--- src/rtl/pad_reader.sv ---
// NES-style serial gamepad poller: latches the pad, shifts out 8 buttons and
// decodes per-frame action levels. Define PAD_DEBOUNCE_EN to require two identical frames.
module pad_reader #(
  parameter int LATCH_CYC = 4,
  parameter int HALF_CYC  = 4,
  parameter int POLL_CYC  = 16
) (
  input  logic       clk,
  input  logic       rst,
  input  logic       pad_data,
  output logic       pad_latch,
  output logic       pad_clk,
  output logic [7:0] raw_btn,
  output logic       right,
  output logic       left,
  output logic       jump,
  output logic       squat,
  output logic       defend,
  output logic       frame_vld
);

  localparam int MAX_AB  = (LATCH_CYC > HALF_CYC) ? LATCH_CYC : HALF_CYC;
  localparam int MAX_CYC = (MAX_AB > POLL_CYC) ? MAX_AB : POLL_CYC;
  localparam int CNT_W   = (MAX_CYC > 1) ? $clog2(MAX_CYC) : 1;

  localparam logic [CNT_W-1:0] POLL_LAST  = CNT_W'(POLL_CYC - 1);
  localparam logic [CNT_W-1:0] LATCH_LAST = CNT_W'(LATCH_CYC - 1);
  localparam logic [CNT_W-1:0] HALF_LAST  = CNT_W'(HALF_CYC - 1);

  typedef enum logic [2:0] {
    IDLE,
    LATCH,
    LOW,
    HIGH,
    UPDATE
  } state_t;

  state_t           state_reg;
  logic [CNT_W-1:0] cnt_reg;
  logic [2:0]       idx_reg;
  logic [7:0]       shift_reg;
  logic [1:0]       sync_reg;
  logic             sync_data;
  logic [4:0]       act_next;
  logic             load_en;

  // pad_data is asynchronous; reset to the released (high) level
  always_ff @(posedge clk or posedge rst) begin
    if (rst) sync_reg <= 2'b11;
    else     sync_reg <= {sync_reg[0], pad_data};
  end
  assign sync_data = sync_reg[1];

  // shift_reg bits: 7 Right, 6 Left, 5 Down, 4 Up, 3 Start, 2 Select, 1 B, 0 A
  always_comb begin
    act_next    = '0;
    act_next[4] = shift_reg[7] & ~shift_reg[6];
    act_next[3] = shift_reg[6] & ~shift_reg[7];
    act_next[2] = (shift_reg[4] | shift_reg[0]) & ~shift_reg[5];
    act_next[1] = shift_reg[5] & ~(shift_reg[4] | shift_reg[0]);
    act_next[0] = shift_reg[1];
  end

`ifdef PAD_DEBOUNCE_EN
  logic [7:0] cand_reg;

  always_ff @(posedge clk or posedge rst) begin
    if (rst)                    cand_reg <= '0;
    else if (state_reg == UPDATE) cand_reg <= shift_reg;
  end
  assign load_en = (shift_reg == cand_reg);
`else
  assign load_en = 1'b1;
`endif

  always_ff @(posedge clk or posedge rst) begin
    if (rst) begin
      state_reg <= IDLE;
      cnt_reg   <= '0;
      idx_reg   <= '0;
      shift_reg <= '0;
      pad_latch <= 1'b0;
      pad_clk   <= 1'b0;
      raw_btn   <= '0;
      right     <= 1'b0;
      left      <= 1'b0;
      jump      <= 1'b0;
      squat     <= 1'b0;
      defend    <= 1'b0;
      frame_vld <= 1'b0;
    end else begin
      frame_vld <= 1'b0;
      case (state_reg)
        IDLE: begin
          idx_reg   <= '0;
          pad_latch <= 1'b0;
          pad_clk   <= 1'b0;
          if (cnt_reg == POLL_LAST) begin
            cnt_reg   <= '0;
            state_reg <= LATCH;
            pad_latch <= 1'b1;
          end else begin
            cnt_reg <= cnt_reg + 1'b1;
          end
        end
        LATCH: begin
          if (cnt_reg == LATCH_LAST) begin
            cnt_reg   <= '0;
            idx_reg   <= '0;
            state_reg <= LOW;
            pad_latch <= 1'b0;
          end else begin
            cnt_reg <= cnt_reg + 1'b1;
          end
        end
        LOW: begin
          if (cnt_reg == HALF_LAST) begin
            cnt_reg            <= '0;
            shift_reg[idx_reg] <= ~sync_data;
            if (idx_reg == 3'd7) begin
              state_reg <= UPDATE;
            end else begin
              state_reg <= HIGH;
              pad_clk   <= 1'b1;
            end
          end else begin
            cnt_reg <= cnt_reg + 1'b1;
          end
        end
        HIGH: begin
          if (cnt_reg == HALF_LAST) begin
            cnt_reg   <= '0;
            idx_reg   <= idx_reg + 1'b1;
            state_reg <= LOW;
            pad_clk   <= 1'b0;
          end else begin
            cnt_reg <= cnt_reg + 1'b1;
          end
        end
        UPDATE: begin
          cnt_reg   <= '0;
          state_reg <= IDLE;
          if (load_en) begin
            raw_btn   <= shift_reg;
            right     <= act_next[4];
            left      <= act_next[3];
            jump      <= act_next[2];
            squat     <= act_next[1];
            defend    <= act_next[0];
            frame_vld <= 1'b1;
          end
        end
        default: begin
          cnt_reg   <= '0;
          state_reg <= IDLE;
        end
      endcase
    end
  end

endmodule

--- config.mk ---
export PLATFORM = sky130hd
export DESIGN_NAME = pad_reader
export DESIGN_NICKNAME = d
export VERILOG_FILES = /design/src/rtl/pad_reader.sv
export SDC_FILE = /design/constraint.sdc
export NUM_CORES = 1
export LEC_CHECK = 0
export ABC_AREA = 1
export CELL_PAD_IN_SITES_DETAIL_PLACEMENT = 1
export CELL_PAD_IN_SITES_GLOBAL_PLACEMENT = 2
export CORE_MARGIN = 2
export CORE_UTILIZATION = 35
export CTS_CLUSTER_DIAMETER = 120
export DETAILED_ROUTE_END_ITERATION = 8
export GPL_TIMING_DRIVEN = 0
export PLACE_DENSITY = 0.84
export SETUP_SLACK_MARGIN = 0.1
export SYNTH_ARGS = -nofsm -noshare
export SYNTH_HDL_FRONTEND = slang
export SYNTH_SLANG_ARGS = --single-unit
--- constraint.sdc ---
create_clock -name clk -period 2.3 [get_ports clk]
set_clock_uncertainty 0.2 [all_clocks]
set_input_delay 0.575 -clock clk [delete_from_list [all_inputs] [get_ports clk]]
set_output_delay 0.575 -clock clk [all_outputs]
set_load 0.005 [all_outputs]
==> results of run 1 <==
metal layers:
| layer | vias to the layer above | share of wire [%] | global-route usage, % |
|---|---|---|---|
| met1 | 608 | 44 | 17.60 |
| met5 | - | 0 | 0 |
| met4 | 0 | 1.4 | 5.031 |
| met3 | 8 | 3.5 | 2.954 |
| met2 | 22 | 51 | 27.26 |
| li1 | 634 | - | - |
where the power goes:
group / internal (mW) / switching, mW / total [mW]
Clock: 0.235 / 0.206 / 0.441
Sequential: 0.622 / 0.00280 / 0.625
Combinational: 0.00489 / 0.0160 / 0.0209
cells by family (layout without fill, tap and decap cells):
kind of cell	Yosys count	after routing	synth area share [%]
simple gates	120	120	32.55
flops	35	35	55.32
buf+inv	18	43	5.280
fa+ha+maj	3	3	2.364
xor+xnor	2	2	1.103
compound gates	10	10	3.388
Yosys cell counts:
cell type  count
a21oi_1        3
buf_2          1
buf_4          1
buf_8          1
dfrtp_1       33
dfstp_2        2
ha_1           3
inv_1         13
inv_2          2
nand2_1       77
nand2_2        1
nand2_4        2
nand3_1       18
nor2_1        19
nor2_2         1
nor2_4         1
nor2_8         1
o21ai_0        5
o22ai_1        1
o31ai_1        1
xnor2_1        1
xor2_1         1
cell type report:
class | instances | area share (%)
well taps | 52 | 3.388
clock inverters | 1 | 0.2606
multi-input cells | 135 | 32.57
flip-flops and latches | 35 | 45.73
inverters | 15 | 2.932
repair buffers | 18 | 9.381
plain buffers | 3 | 1.433
clock buffers | 6 | 4.300
final timing paths:
path                                     end  cells after the start
worst max-delay path              raw_btn[1]                      2
worst min-delay path             sync_reg[1]                      0
worst max register to register  shift_reg[0]                      7
worst min register to register   sync_reg[1]                      0
max in group asynchronous         idx_reg[0]                      2
min in group asynchronous         cnt_reg[2]                      2
critical path, delay by kind of cell (launching register included):
kind | cells | cell delay [ps]
flip-flops | 1 | 390
buffers and inverters | 2 | 610
metrics by stage:
| stage | std cells | cell area [µm²] |
|---|---|---|
| after global placement | 258 | 1833 |
| after floorplan | 188 | 1588 |
| after detailed placement | 258 | 1833 |
| after global routing | 265 | 1921 |
| final | 265 | 1921 |
| after CTS | 265 | 1921 |
==> summary.txt, run 1 <==
Run status
  • Status: complete, no violations

Synth
  • Post-synthesis cell type count: 22
  • Synth warn: 0
  • Yosys reg bits: 35
  • Top post-synthesis cells by area: dfrtp_1, nand2_1, nand3_1, nor2_1, dfstp_2
  • Yosys top cell area share: between 50% and 60%
  • Syn Nets: roughly 190
  • Leading area contributor after synthesis: dfrtp_1
  • Synthesized area per cell: 8.446 µm²
  • Post-Synthesis Cells: approximately 190
  • Netlist Area Pre-Place: 1588 µm²
  • Sequential area share after synthesis: between 50% and 60%

Placement
  • Placement Setup Slack: -83.31 ps
  • DPL Wire Length: 2569 µm
  • Port-buffer cells: 18
  • GPL Wtd Cong: approximately 0.80

Layout
  • Area of the multi-input gates: between 600 and 700 µm²
  • Commonest cells after routing, fill and taps aside: nand2_1, dfrtp_1, nor2_1
  • Area Growth Syn to Fin: 20.96%
  • NumNets Final: approximately 220
  • Core Util, Final: 44.11%
  • FF+latch area: between 800 and 900 µm²
  • Ant diodes: 0
  • Most common cell after layout, fill and taps aside: nand2_1
  • Proportion of layout cells with a drive suffix above 1: roughly 9.9%
  • Number of fill cells: 528

Clock network
  • Post-CTS setup buffer count: 0
  • Hold_buf cts: 0
  • Number of CTS-inserted buffers: 5
  • TritonCTS clock tree: yes
  • CTS clk-pin slew, worst paths: around 60 ps
  • CTS sink cnt: 35
  • Clock Latency Late Sink: ~280 ps
  • H-tree levels: 2
  • Max Buffers Root-to-Sink: 2
  • Root Driver: clkbuf_8
  • # resized after CTS: 0

Power and ir drop
  • PD cells: 565.7 nW/µm²
  • Max VDD drop: between 0.0002 and 0.0003 V
  • Tot Pwr: about 1.1 mW
  • Lkg Pwr: 0.9987 nW

Critical path
  • Critical path class: reg -> out
  • CP max FO: 3
  • Crit path from: raw_btn[1]
  • Slowest cell on the critical path: clkdlybuf4s50_1
  • Startpoint Class: flip-flop
  • Worst R2R Start: cnt_reg[0]
  • Delay of the slowest critical-path stage: just under 500 ps
  • R2R setup slack: 740 ps
  • CP Capture Type: primary output
  • WP data required: 1520 ps
  • CP cell instances: buf_4 > clkdlybuf4s50_1
  • Critical path arrival: between 1000 and 1500 ps

Routing
  • Via density: between 4 and 5
  • DR pass1 iterations: 4
  • Post-route ant nets: 0
  • DR WL/cell: 12.66 µm
  • Initial drt markers: 50
  • Vias after detailed routing: between 1000 and 1500
  • Final WL: ~3400 µm
  • DRC: 0

Global routing
  • Largest net degree at the start of global routing: 36
  • Global-route wire length before repair: 6065 µm
  • Global route total overflow: 0
  • Vias in the first global route: 1405
  • Global Route Usage Sum: between 10% and 20%
  • Antenna violations before repair: 0

Die
  • Core area: 4354 µm²
  • Die Y: approximately 71 µm
  • Die X: roughly 71 µm
  • Initial Util: between 30% and 40%
  • Die area: 5092 µm²
  • Top Ports: 19
  • Rows: 24

STA
  • Unrepaired setup endpoints after global routing: false
  • Ratio of final minimum period to clock period: slightly below 90%
  • Tightest Pin Transition: just over 700 ps
  • Hold WS: between 150 and 200 ps
  • Worst slew margin: 52.01%
  • Max Slew Vio Count: 0
  • Min Tclk post-route: 2048 ps
  • # setup viols final: 0
  • Max Clk Rate: between 400 and 500 MHz
  • Setup TNS: 0 ps
  • Setup ws final: ~250 ps
  • Final hold violations: 0

Flow run
  • Max-cap violations: 0

Min path
  • Worst hold path class: reg -> reg
  • Hold path startpoint: sync_reg[0]
No activity file was read; power rests on OpenSTA's default activity.
==> inputs of run 2 (changes only) <==
--- a/config.mk
+++ b/config.mk
@@ -6,6 +6,7 @@
 export NUM_CORES = 1
 export LEC_CHECK = 0
 export ABC_AREA = 1
+export ABC_CLOCK_PERIOD_IN_PS = 2300
 export CELL_PAD_IN_SITES_DETAIL_PLACEMENT = 1
 export CELL_PAD_IN_SITES_GLOBAL_PLACEMENT = 2
 export CORE_MARGIN = 2
==> results of run 2 <==
Final layout, timing and power as in run 1 (identical DEF).
==> inputs of run 3 (changes only) <==
--- a/config.mk
+++ b/config.mk
@@ -5,12 +5,11 @@
 export SDC_FILE = /design/constraint.sdc
 export NUM_CORES = 1
 export LEC_CHECK = 0
-export ABC_AREA = 1
 export ABC_CLOCK_PERIOD_IN_PS = 2300
 export CELL_PAD_IN_SITES_DETAIL_PLACEMENT = 1
 export CELL_PAD_IN_SITES_GLOBAL_PLACEMENT = 2
 export CORE_MARGIN = 2
-export CORE_UTILIZATION = 35
+export CORE_UTILIZATION = 38
 export CTS_CLUSTER_DIAMETER = 120
 export DETAILED_ROUTE_END_ITERATION = 8
 export GPL_TIMING_DRIVEN = 0
==> run 3 against run 2 <==
Against the previous run: clock power grew 3%; synthesized cell count is 23% lower; global-route usage increased by 1.7 points; final area decreased by 1.4%; critical path depth rose by 3; flip-flop and latch count did not move; critical endpoint is now pad_latch; largest cell class unchanged.
==> summary.txt, run 3 <==
Clock network
  • Number of CTS-inserted buffers: 5
  • Hold_buf cts: 0
  • CTS sink cnt: 35
  • H-tree levels: 2
  • Post-CTS setup buffer count: 0
  • TritonCTS clock tree: yes
  • # resized after CTS: 0
  • CTS clk-pin slew, worst paths: approximately 70 ps
  • Max Buffers Root-to-Sink: 2
  • Clock Latency Late Sink: 290 ps
  • Root Driver: clkbuf_8

Synth
  • Post-synthesis cell type count: 39
  • Top post-synthesis cells by area: dfrtp_1, nand2_1, o21ai_0, dfstp_2, o31ai_1
  • Netlist Area Pre-Place: about 1600 µm²
  • Yosys reg bits: 35
  • Yosys top cell area share: ~53%
  • Count leader, synth: dfrtp_1
  • Post-Synthesis Cells: between 100 and 150
  • Syn Nets: 150
  • Top cells by count, synth: dfrtp_1, nand2_1, o21ai_0, inv_1
  • Sequential area share after synthesis: 56.30%
  • Post-synth EDFFs: 0
  • Post-synth ARST share: 100.0%
  • Synthesized area per cell: about 11 µm²
  • Synth warn: 0
  • Top_reg_cell synth: dfrtp_1
  • Leading area contributor after synthesis: dfrtp_1

Die
  • Initial Util: around two fifths
  • Die area: 4634 µm²
  • Die Y: about 68 µm
  • Core area: slightly below 4000 µm²
  • Rows: 23
  • Die X: between 60 and 70 µm
  • Top Ports: 19

Layout
  • FF+latch area: 878.3 µm²
  • Number of fill cells: 440
  • Most common cell after layout, fill and taps aside: dfrtp_1
  • Proportion of layout cells with a drive suffix above 1: 12.35%
  • Area of the multi-input gates: 601.8 µm²
  • Finished Cell Area: roughly 1900 µm²
  • NumNets Final: about 180
  • Core Util, Final: 47.70%
  • Commonest cells after routing, fill and taps aside: dfrtp_1, clkdlybuf4s50_1, nand2_1
  • Ant diodes: 0
  • Area Growth Syn to Fin: 21.41%

Power and ir drop
  • Lkg Pwr: about 0.84 nW
  • Reg power frac: 56.6%
  • Internal Power: around 0.87 mW
  • Clock power share: between 40 and 50%
  • Psw: between 0.2 and 0.25 mW
  • Switch share: approximately a fifth
  • Tot Pwr: 1.102 mW
  • PD cells: 581.9 nW/µm²
  • Combinational share of power: under 10%
  • Max VDD drop: 0.0002727 V

Routing
  • Post-route ant nets: 0
  • Via density: ~5.2
  • DR pass1 iterations: 4
  • Final WL: about 3100 µm
  • DR WL/cell: around 14 µm
  • DRC: 0
  • Vias after detailed routing: around 1100
  • Initial drt markers: between 40 and 50

STA
  • Setup ws final: between 200 and 300 ps
  • Worst slew margin: 51.39%
  • Final hold violations: 0
  • Max Slew Vio Count: 0
  • # setup viols final: 0
  • Tightest Pin Transition: around 730 ps
  • Hold WS: around 160 ps
  • Max Clk Rate: 488.6 MHz
  • Ratio of final minimum period to clock period: between 80 and 90%
  • Min Tclk post-route: 2046 ps
  • Unrepaired setup endpoints after global routing: false

Global routing
  • Vias in the first global route: about 1200
  • Antenna violations before repair: 0
  • Largest net degree at the start of global routing: 36
  • Global-route wire length before repair: 5692 µm
  • Global route total overflow: 0
  • Global Route Usage Sum: 16.70%

Flow run
  • Max-cap violations: 0

Critical path
  • Startpoint Class: flip-flop
  • Worst R2R Start: cnt_reg[0]
  • Reg-to-Reg End: pad_latch
  • R2R setup slack: between 200 and 300 ps
  • Critical path arrival: between 2000 and 2500 ps
  • WP data required: between 2000 and 2500 ps
  • R2R cell count: 5
  • CP Capture Type: flip-flop
  • Critical path class: reg -> reg
  • CP max FO: 7

Placement
  • GPL Wtd Cong: roughly 0.76
  • DPL Wire Length: about 2200 µm
  • Placement Setup Slack: -97.73 ps
  • Dpl cell area: 1803 µm²
  • Port-buffer cells: 18

Min path
  • Hold path depth: 0
  • Worst hold path class: reg -> reg
  • Hold endpoint: sync_reg[1]
  • Hold path startpoint: sync_reg[0]

Run status
  • Status: complete, no violations
[run 3: power groups by stage]
stage                     clock network (mW)  logic (mW)  registers [mW]
after CTS                              0.473      0.0238           0.624
after floorplan                            0      0.0149           0.635
after detailed placement                   0      0.0237           0.636
final                                  0.455      0.0225           0.624
after global placement                     0      0.0229           0.636
after global routing                   0.500      0.0264           0.624
[run 3: cells by family (layout without fill, tap and decap cells)]
| group | count (synthesis) | after routing | share of synthesized area (%) |
|---|---|---|---|
| and+or+nand+nor | 46 | 46 | 16.28 |
| muxes | 7 | 7 | 4.731 |
| xor gates and xnor gates | 1 | 1 | 0.5614 |
| buffers and inverters | 19 | 45 | 5.131 |
| adders and majority gates | 3 | 3 | 2.406 |
| AOI/OAI and AO/OA | 33 | 33 | 14.60 |
| DFF | 35 | 35 | 56.29 |
[run 3: cell type report]
class | count | area share, %
Sequential cell | 35 | 46.37
Clock inverter | 1 | 0.2642
Buffer | 10 | 2.444
Inverter | 9 | 1.783
Tap cell | 50 | 3.303
Timing Repair Buffer | 18 | 9.511
Clock buffer | 7 | 4.557
Multi-Input combinational cell | 90 | 31.77
[run 3: how the worst max path moves through the flow]
stage                         to  slack, ps  startpoint
finish                 pad_latch        250  cnt_reg[0]
global route        shift_reg[2]        100  cnt_reg[0]
CTS                 shift_reg[4]        220         rst
detailed placement     frame_vld       -100         rst
global placement       frame_vld        -40         rst
floorplan              pad_latch        450  cnt_reg[0]
[run 3: through the flow]
step	setup TNS [ps]	instances
finish	0	220
global route	0	220
CTS	0	220
detailed placement	-3189	212
global placement	-1367	212
floorplan	0	144
[run 3: layer usage]
| metal | vias up | part of all wire, % | track usage (%) | routed length, µm |
|---|---|---|---|---|
| met2 | 18 | 50 | 28.40 | 1560 |
| met1 | 566 | 45 | 19.60 | 1408 |
| met5 | - | 0 | 0 | 0 |
| met4 | 0 | 1.8 | 7.000 | 55 |
| met3 | 7 | 3.4 | 4.934 | 106 |
| li1 | 553 | - | - | - |
[run 3: critical path, cell delays in order (launching register included)]
cell and delay (ps):
dfrtp_1 370, ha_1 290, or3b_1 370, clkbuf_1 190
a211o_1 320, a32o_1 200
